$ cat src/rtl/jtframe_bank_pkg.sv
// Shared types and the round-robin pick function for the SDRAM bank read arbiter.
// rr_pick scans up to MAX_SLOTS requesters, starting just after the last grant.
package jtframe_bank_pkg;

    localparam int MAX_SLOTS = 8;

    typedef enum logic [1:0] {
        IDLE,
        WAIT_ACK,
        WAIT_RDY
    } bank_st_t;

    // First set bit of pend after ptr, wrapping at nslots; returns ptr when nothing is pending.
    function automatic logic [2:0] rr_pick(
        input logic [MAX_SLOTS-1:0] pend,
        input logic [2:0]           ptr,
        input int                   nslots
    );
        logic [2:0] pick;
        int         idx;
        pick = ptr;
        for (int k = MAX_SLOTS; k >= 1; k--) begin
            if (k <= nslots) begin
                idx = (int'(ptr) + k) % nslots;
                if (pend[idx]) pick = 3'(idx);
            end
        end
        return pick;
    endfunction

endpackage

$ cat src/rtl/jtframe_bank_slot.sv
// One-word read cache for a single requester: address, data, valid and hit compare.
// Fill lands on the clock edge; flush clears valid and wins over a simultaneous fill.
module jtframe_bank_slot
    import jtframe_bank_pkg::*;
#(
    parameter int SDRAMW = 23,
    parameter int DW     = 16
) (
    input  logic              clk,
    input  logic              rst,
    input  logic              flush,
    input  logic              cs,
    input  logic [SDRAMW-1:0] addr,
    input  logic              fill,
    input  logic [SDRAMW-1:0] fill_addr,
    input  logic [DW-1:0]     fill_data,
    output logic              hit,
    output logic [DW-1:0]     dout
);
    logic [SDRAMW-1:0] cached_addr;
    logic              valid;

    assign hit = cs && valid && (cached_addr == addr);

    always_ff @(posedge clk) begin
        if (rst) begin
            cached_addr <= '0;
            dout        <= '0;
            valid       <= 1'b0;
        end else begin
            if (fill) begin
                cached_addr <= fill_addr;
                dout        <= fill_data;
            end
            if (flush)     valid <= 1'b0;
            else if (fill) valid <= 1'b1;
        end
    end

endmodule

$ cat src/rtl/jtframe_bank_rr.sv
// Shares one SDRAM bank read port among SLOTS requesters with per-slot one-word caches.
// Misses are granted round-robin; hits answer combinationally without SDRAM traffic.
module jtframe_bank_rr
    import jtframe_bank_pkg::*;
#(
    parameter int SLOTS  = 4,
    parameter int SDRAMW = 23,
    parameter int DW     = 16
) (
    input  logic                     clk,
    input  logic                     rst,
    input  logic                     flush,
    input  logic [SLOTS-1:0]         slot_cs,
    input  logic [SLOTS*SDRAMW-1:0]  slot_addr,
    output logic [SLOTS-1:0]         slot_ok,
    output logic [SLOTS*DW-1:0]      slot_dout,
    output logic [SDRAMW-1:0]        ba_addr,
    output logic                     ba_rd,
    input  logic                     ba_ack,
    input  logic                     ba_rdy,
    input  logic [DW-1:0]            sdram_dout
);
    localparam int SW = (SLOTS > 1) ? $clog2(SLOTS) : 1;

    bank_st_t            st;
    logic [SW-1:0]       ptr, sel;
    logic [SDRAMW-1:0]   req_addr;
    logic [SLOTS-1:0]    hit, pend;
    logic [SDRAMW-1:0]   addr_arr [SLOTS];
    logic [MAX_SLOTS-1:0] pend_ext;
    logic [2:0]          pick;
    logic                fill;

    assign fill = (st != IDLE) && ba_rdy && !rst;

    genvar i;
    generate
        for (i = 0; i < SLOTS; i++) begin : g_slot
            assign addr_arr[i] = slot_addr[i*SDRAMW +: SDRAMW];
            // The slot being served must not re-request until its fill lands.
            assign pend[i] = slot_cs[i] && !hit[i] && !((st != IDLE) && (sel == SW'(i)));

            jtframe_bank_slot #(.SDRAMW(SDRAMW), .DW(DW)) u_slot (
                .clk       (clk),
                .rst       (rst),
                .flush     (flush),
                .cs        (slot_cs[i]),
                .addr      (addr_arr[i]),
                .fill      (fill && (sel == SW'(i))),
                .fill_addr (req_addr),
                .fill_data (sdram_dout),
                .hit       (hit[i]),
                .dout      (slot_dout[i*DW +: DW])
            );
        end
    endgenerate

    assign slot_ok = hit;

    always_comb begin
        pend_ext              = '0;
        pend_ext[SLOTS-1:0]   = pend;
        pick                  = rr_pick(pend_ext, 3'(ptr), SLOTS);
    end

    always_ff @(posedge clk) begin
        if (rst) begin
            st       <= IDLE;
            ptr      <= SW'(SLOTS-1);
            sel      <= '0;
            ba_rd    <= 1'b0;
            ba_addr  <= '0;
            req_addr <= '0;
        end else begin
            case (st)
                IDLE: begin
                    if (|pend) begin
                        sel      <= SW'(pick);
                        ptr      <= SW'(pick);
                        ba_addr  <= addr_arr[SW'(pick)];
                        req_addr <= addr_arr[SW'(pick)];
                        ba_rd    <= 1'b1;
                        st       <= WAIT_ACK;
                    end
                end
                WAIT_ACK: begin
                    // Data arriving with or before the ack completes the read.
                    if (ba_rdy) begin
                        ba_rd <= 1'b0;
                        st    <= IDLE;
                    end else if (ba_ack) begin
                        ba_rd <= 1'b0;
                        st    <= WAIT_RDY;
                    end
                end
                WAIT_RDY: begin
                    if (ba_rdy) st <= IDLE;
                end
                default: st <= IDLE;
            endcase
        end
    end

endmodule

$ cat config.mk
export PLATFORM = sky130hd
export DESIGN_NAME = jtframe_bank_rr
export DESIGN_NICKNAME = d
export VERILOG_FILES = /design/src/rtl/jtframe_bank_pkg.sv /design/src/rtl/jtframe_bank_slot.sv /design/src/rtl/jtframe_bank_rr.sv
export SDC_FILE = /design/constraint.sdc
export NUM_CORES = 1
export LEC_CHECK = 0
export CAP_MARGIN = 20
export CORE_MARGIN = 3
export CORE_UTILIZATION = 45
export DETAILED_ROUTE_END_ITERATION = 8
export PLACE_DENSITY = 0.73
export RECOVER_POWER = 25
export REMOVE_ABC_BUFFERS = 1
export SLEW_MARGIN = 10
export SYNTH_ARGS = -nofsm -noshare
export SYNTH_HDL_FRONTEND = slang
export SYNTH_SLANG_ARGS = --single-unit
$ cat constraint.sdc
create_clock -name clk -period 3.7 [get_ports clk]
set_input_delay 0.74 -clock clk [delete_from_list [all_inputs] [get_ports clk]]
set_output_delay 0.74 -clock clk [all_outputs]
set_load 0.1 [all_outputs]
==> results.md, run 1 <==
* Clock sink total at 190
* Gr usage total at 24.3%
* Status: completed
* Crit path DAT at 2750 ps
* Starting Density at 46.8%
* Fmax at 0.286 GHz
* Post-synth ARST share at 0%
* Reg2reg start: st[0]$_SDFFE_PP0P_
* Post-Synth XOR/XNOR Area at 9.00%
* Synth top area share at 42.5%
* 1st-iter DRT viols at 452
* Top-Level Pins at 209
* Crit Path Category: in -> out
* Post-Syn Area at 8950 um2
* Placed Cells at 1445
* Required @ worst endpoint at 2960 ps
* RSZ-0062 raised after global routing: no
* Synth unique cells at 51
* Final instance area at 11900 um2
* Finished Layout Cells at 1477
* Biggest area consumer among synthesized cells: dfxtp_1
* Synth top area cells: dfxtp_1 (42%), nand2b_1 (11%), o21ai_0 (8.9%)
* Nets@finish at 1321
* Die width at 147 um
* Pwr dens at 484 nW/um2
* Num CTS Buffers at 17
* # resized after CTS at 0
* Maximum vdd drop at 0.323 mV
* Final Skew at 12.4 ps
* # port buffers at 208
* Die Y at 147 um
* Root Buffer: clkbuf_16
* Final worst-path cycle share at 94.4%
* Cells after synthesis at 1018
* Dpl hpwl at 19000 um
* Post-CTS Hold Fix Bufs at 0
* Synth Area in Simple Gates at 22.9%
* Rows at 50
* CTS H-tree depth at 4
* Max cap viols at 0
* Endpoint class of the critical path: output pin
* Fraction of layout cells with a size suffix above 1 at 8.22%
* P&R area growth vs syn at 32.7%
* Final setup viols at 0
* DR pass1 iterations at 6
* Die footprint at 21600 um2
* Top_reg_cell synth: dfxtp_1
* Clk_lat worst skew at 430 ps
* Mux cell area share after synthesis at 5.76%
* Final Max Tran Viols at 0
* CTS tree: yes
* EDFF count, synth at 0
* FF+latch count, synth at 190
* Total detailed-routing wirelength at 26400 um
* Hold Crit Start: g_slot[2].u_slot.valid$_SDFFE_PP0P_
* Core Box Area at 19100 um2
* Final min period at 3490 ps
* CP Launch Type: input pin
* CTS Buffer Depth at 2
* YS warnings at 0
* Largest net degree at the start of global routing at 84
* Remaining global-route overflow at 0
* Power, Total at 5.74 mW
* First-pass GRT wire length at 42100 um
* Critical path startpoint: slot_addr[68]
* Largest family of logic cells by synthesized area: simple AND/OR/NAND/NOR gates
* Filler Cells Inserted at 1660
* Fin. Hold Viols at 0
* Core Util, Final at 62.0%
* Post-route setup TNS at 0 ps
* Vias in the first global route at 7558
* Initial antenna violation count at 4
* Rel. slew slack at 1.56%
* CP max FO at 3
* Post-CTS Setup Bufs at 0
* Wirelength per Cell at 17.9 um
* Vias/cell at 5.17
* Routed vias at 7629
* Final ANT Viol Nets at 0
* Static leakage at 4.30 nW
* Average size of a mapped cell at 8.79 um2
* Hold WC Path Type: reg -> reg
* Adder-Cell Fraction of Synth Area at 0%
* Compound-Gate Fraction of Synth Area at 15.8%
* # DRC at 0
* Measured slew at the worst slew-check pin at 1480 ps
* Placer Congestion at 0.921
* Placed cell area at 11300 um2
* Clk slew on worst S/H paths at 70 ps
* Sequential share of the synthesized area at 42.5%
* N_diodes at 0
cells by family after synthesis:
kind of cell | after synthesis
muxes | 50
xor gates and xnor gates | 92
DFF | 190
buffers and inverters | 70
and+or+nand+nor | 406
AOI/OAI and AO/OA | 210
sequential cells by signal, summed over array words and instances, names as in the netlist:
name,flops
ba_rd,1
g_slot.u_slot.cached_addr,92
g_slot.u_slot.dout,64
g_slot.u_slot.valid,4
ptr,2
req_addr,23
sel,2
st,2
cells in the mapped netlist (all sizes together) (3+ instances only):
cell type,instances
xor2,70
nor4,19
mux2i,48
xnor2,22
nand2,193
or2b,3
nor2,14
o221ai,25
dfxtp,190
buf,14
nand4,13
o21bai,3
nor3,4
o21a,5
nand2b,154
clkbuf,54
o21ai,160
per-stage QoR:
step | worst slack, ps | hold WS [ps]
floorplan | -1270 | 441
global placement | -3.04 | 446
detailed placement | -68.6 | 454
CTS | 180 | 472
global route | 133 | 488
finish | 206 | 471
placed cells by master (no fill, tap or decap), drive strengths merged, types with 3 or more instances in the layout:
master         count
clkdlybuf4s50    196
nand2            193
dfxtp            190
o21ai            160
nand2b           154
xor2              70
mux2i             48
clkbuf            30
buf               26
o221ai            25
xnor2             22
nor4              19
nor2              14
nand4             13
inv                8
o21a               5
nor3               4
or2b               3
clkinv             3
o21bai             3
per-layer routing:
metal	track usage [%]	share of wire, %	up-vias
met5	0	0.18	-
met4	6.15	1.8	8
met3	9.07	9.0	34
met2	37.5	44	256
met1	32.4	45	3537
li1	-	-	3794
worst max-delay path, cell delays in order:
cell,delay (ps)
clkdlybuf4s50_1,480
xor2_1,170
nor4_1,500
nand4_1,320
nor2_1,310
buf_12,220
path summary, 6_finish.rpt:
| path | slack, ps | endpoint | cells past startpoint |
|---|---|---|---|
| worst max-delay path | 210 | slot_ok[2] | 6 |
| worst min register to register | 470 | g_slot[2].u_slot.valid$_SDFFE_PP0P_ | 1 |
| worst min-delay path | 470 | g_slot[2].u_slot.valid$_SDFFE_PP0P_ | 1 |
| worst max register to register | 840 | g_slot[0].u_slot.dout[10]$_SDFFE_PP0P_ | 6 |
power breakdown:
group          total (mW)  leakage, nW  internal (mW)  switching, mW
clock                1.86        0.287           1.03          0.831
combinational        1.58         2.47          0.532           1.04
sequential           2.30         1.54           2.16          0.148
area by class of cell:
type	count	area, um2	area share [%]
multi-input combinational	758	4800	40.4
sequential	190	3800	32.0
timing repair buffer	235	2350	19.8
clock buffer	19	443	3.73
tap	260	325	2.74
clock inverter	13	153	1.29
inverter	2	7.51	0.0632
No activity file was read; power rests on OpenSTA's default activity.
==> run 2: changes to the inputs <==
CELL_PAD_IN_SITES_DETAIL_PLACEMENT = 0   (was not set)
CELL_PAD_IN_SITES_GLOBAL_PLACEMENT = 1   (was not set)
CORE_UTILIZATION = 37   (was 45)
CTS_BUF_LIST = sky130_fd_sc_hd__clkbuf_16   (was not set)
PLACE_DENSITY = not set   (was 0.73)
PLACE_DENSITY_LB_ADDON = 0.1   (was not set)
==> run 2 against run 1 <==
  * The run now ends with max-capacitance violations, max-slew violations left
  * Register-to-register slack worse by 80 ps
  * Routed wire length is 3.9% higher
  * Combinational power about the same
  * Global-route usage is 3.0 points lower
  * Final area is 0.91% higher
  * Cell count is 4.4% higher
  * Non-clock buffer count increased by 5
  * Clock power down 2%
  * Fmax down 0.46%
  * Critical path type unchanged
  * Largest power group unchanged
==> results.md, run 2 (synthesis gave the netlist of run 1 again) <==
* Status: finished with violations
* Failing checks: max-capacitance violations, max-slew violations
* Crit path max-delay cell type: or4_4
* # port buffers at 208
* Core Box Area at 23600 um2
* Fraction of layout cells with a size suffix above 1 at 9.00%
* CTS H-tree depth at 4
* Gr usage total at 21.4%
* Crit Path Category: in -> out
* Final worst-path cycle share at 94.9%
* Rel. slew slack at -63.8%
* Placed Cells at 1509
* CP max FO at 2
* Root Buffer: clkbuf_16
* Remaining global-route overflow at 0
* Reg2reg start: st[0]$_SDFFE_PP0P_
* Required @ worst endpoint at 2960 ps
* Critical R2R Capture: g_slot[1].u_slot.cached_addr[5]$_SDFFE_PP0P_
* Placer Congestion at 0.852
* Final min period at 3510 ps
* Total number of cells along the worst setup path at 6
* Final setup viols at 0
* Largest net degree at the start of global routing at 149
* Rows at 56
* # DRC at 0
* Measured slew at the worst slew-check pin at 2460 ps
* Clk_lat worst skew at 440 ps
* Nets@finish at 1326
* Post-CTS Setup Bufs at 0
* Most frequent cells in the layout: clkdlybuf4s50_1 (198), nand2_1 (191), dfxtp_1 (190)
* CP peak stage delay at 550 ps
* Critical path startpoint: slot_addr[78]
* Vias/cell at 4.85
* Die footprint at 26100 um2
* CTS Buffer Depth at 2
* Maximum vdd drop at 0.261 mV
* Num CTS Buffers at 17
* CP Launch Type: input pin
* Largest register FFs at 92
* Die Y at 162 um
* P&R area growth vs syn at 33.9%
* Crit path DAT at 2770 ps
* Critical path cell sequence: clkdlybuf4s50_1 > xnor2_1 > nand4_1 > or4_4 > nor2_1 > buf_12
* Clock sink total at 190
* Top-Level Pins at 209
* Total detailed-routing wirelength at 27400 um
* Final Max Tran Viols at 191
* R2r setup slk at 760 ps
* Vias in the first global route at 7659
* Post-CTS Hold Fix Bufs at 0
* Post-route setup TNS at 0 ps
* Die width at 162 um
* Clk slew on worst S/H paths at 70 ps
* # resized after CTS at 0
* Biggest regs: g_slot.u_slot.cached_addr: 92 flops, g_slot.u_slot.dout: 64 flops, req_addr: 23 flops
* CTS tree: yes
* Wirelength per Cell at 17.8 um
* Worst Path Buf+Inv at 2
* Fin. Hold Viols at 0
* Fmax at 0.285 GHz
* Setup crit end: slot_ok[3]
* Finished Layout Cells at 1542
* Worst Reg-to-Reg Cells at 6
* Max cap viols at 2
* Static leakage at 4.33 nW
* Most common cell after layout, fill and taps aside: clkdlybuf4s50_1
* Final Skew at 18.3 ps
* 1st-iter DRT viols at 452
* Starting Density at 37.9%
* Worst path top cell family by delay: simple AND/OR/NAND/NOR gates
* Hold WC Path Type: reg -> reg
* Initial antenna violation count at 1
* Endpoint class of the critical path: output pin
* Pwr dens at 476 nW/um2
* RSZ-0062 raised after global routing: no
* Filler Cells Inserted at 2313
* Routed vias at 7474
* Dpl hpwl at 19600 um
* DR pass1 iterations at 5
* Register with the most flip-flops: g_slot.u_slot.cached_addr
* First-pass GRT wire length at 43100 um
* Final ANT Viol Nets at 0
-- run 2: cell types whose count changed in the layout (fill, tap and decap cells not counted), sizes merged --
cell / before / now
buf: 26 / 35
bufinv: 2 / 0
clkbuf: 30 / 23
clkdlybuf4s50: 196 / 198
clkinv: 3 / 5
clkinvlp: 2 / 1
diode: 0 / 1
dlygate4sd3: 2 / 1
inv: 8 / 11
-- run 2: worst min-delay path by stage --
stage / startpoint / slack [ps] / endpoint / cells after the start
2_1_floorplan: g_slot[0].u_slot.valid$_SDFFE_PP0P_ / 440 / g_slot[0].u_slot.valid$_SDFFE_PP0P_ / 1
3_3_place_gp: g_slot[1].u_slot.valid$_SDFFE_PP0P_ / 450 / g_slot[1].u_slot.valid$_SDFFE_PP0P_ / 1
3_5_place_dp: g_slot[0].u_slot.valid$_SDFFE_PP0P_ / 460 / g_slot[0].u_slot.valid$_SDFFE_PP0P_ / 1
4_1_cts: g_slot[0].u_slot.valid$_SDFFE_PP0P_ / 480 / g_slot[0].u_slot.valid$_SDFFE_PP0P_ / 1
5_1_grt: g_slot[1].u_slot.dout[7]$_SDFFE_PP0P_ / 500 / g_slot[1].u_slot.dout[7]$_SDFFE_PP0P_ / 2
6_report: g_slot[2].u_slot.dout[2]$_SDFFE_PP0P_ / 470 / g_slot[2].u_slot.dout[2]$_SDFFE_PP0P_ / 2
-- run 2: through the flow --
stage / hold WS, ps / setup WS [ps] / utilization [%] / power [mW] / cell area [um2]
final: 474 / 190 / 50.8 / 5.71 / 12000
after global routing: 498 / 164 / 50.7 / 5.94 / 12000
after CTS: 480 / 213 / 50.9 / 5.78 / 12000
after detailed placement: 461 / 12.2 / 48.5 / 3.96 / 11400
after global placement: 449 / -1.07 / 48.5 / 3.95 / 11400
after floorplan: 441 / -1270 / - / 3.37 / 8600
-- run 2: area by class of cell --
cell class / instances / area, um2 / area share, %
clock buffers: 17 / 425 / 3.55
repair buffers: 240 / 2390 / 19.9
clock inverters: 15 / 146 / 1.22
multi-input cells: 758 / 4810 / 40.1
flip-flops and latches: 190 / 3800 / 31.7
well taps: 319 / 399 / 3.33
inverters: 2 / 7.51 / 0.0626
diodes: 1 / 2.50 / 0.0209
-- run 2: metal layers --
layer  global-route usage (%)  wire, um
met1                     28.0     12500
met2                     34.2     12600
met3                     6.10      1830
met4                     6.34       520
met5                        0         0
-- run 2: tightest hold or removal path: cells and delay by family (launching register included) --
family	cells	cell delay, ps
and+or+nand+nor	1	60
DFF	1	310
AOI/OAI and AO/OA	1	60
-- run 2: power breakdown --
group	switching [mW]	internal (mW)	total, mW
clock	0.917	0.900	1.82
combinational	1.04	0.542	1.59
sequential	0.150	2.16	2.31
==> run 3: changes to the inputs <==
CAP_MARGIN = not set   (was 20)
==> results of run 3 <==
Same layout as run 2: the final DEF is identical, and so are final timing and power.
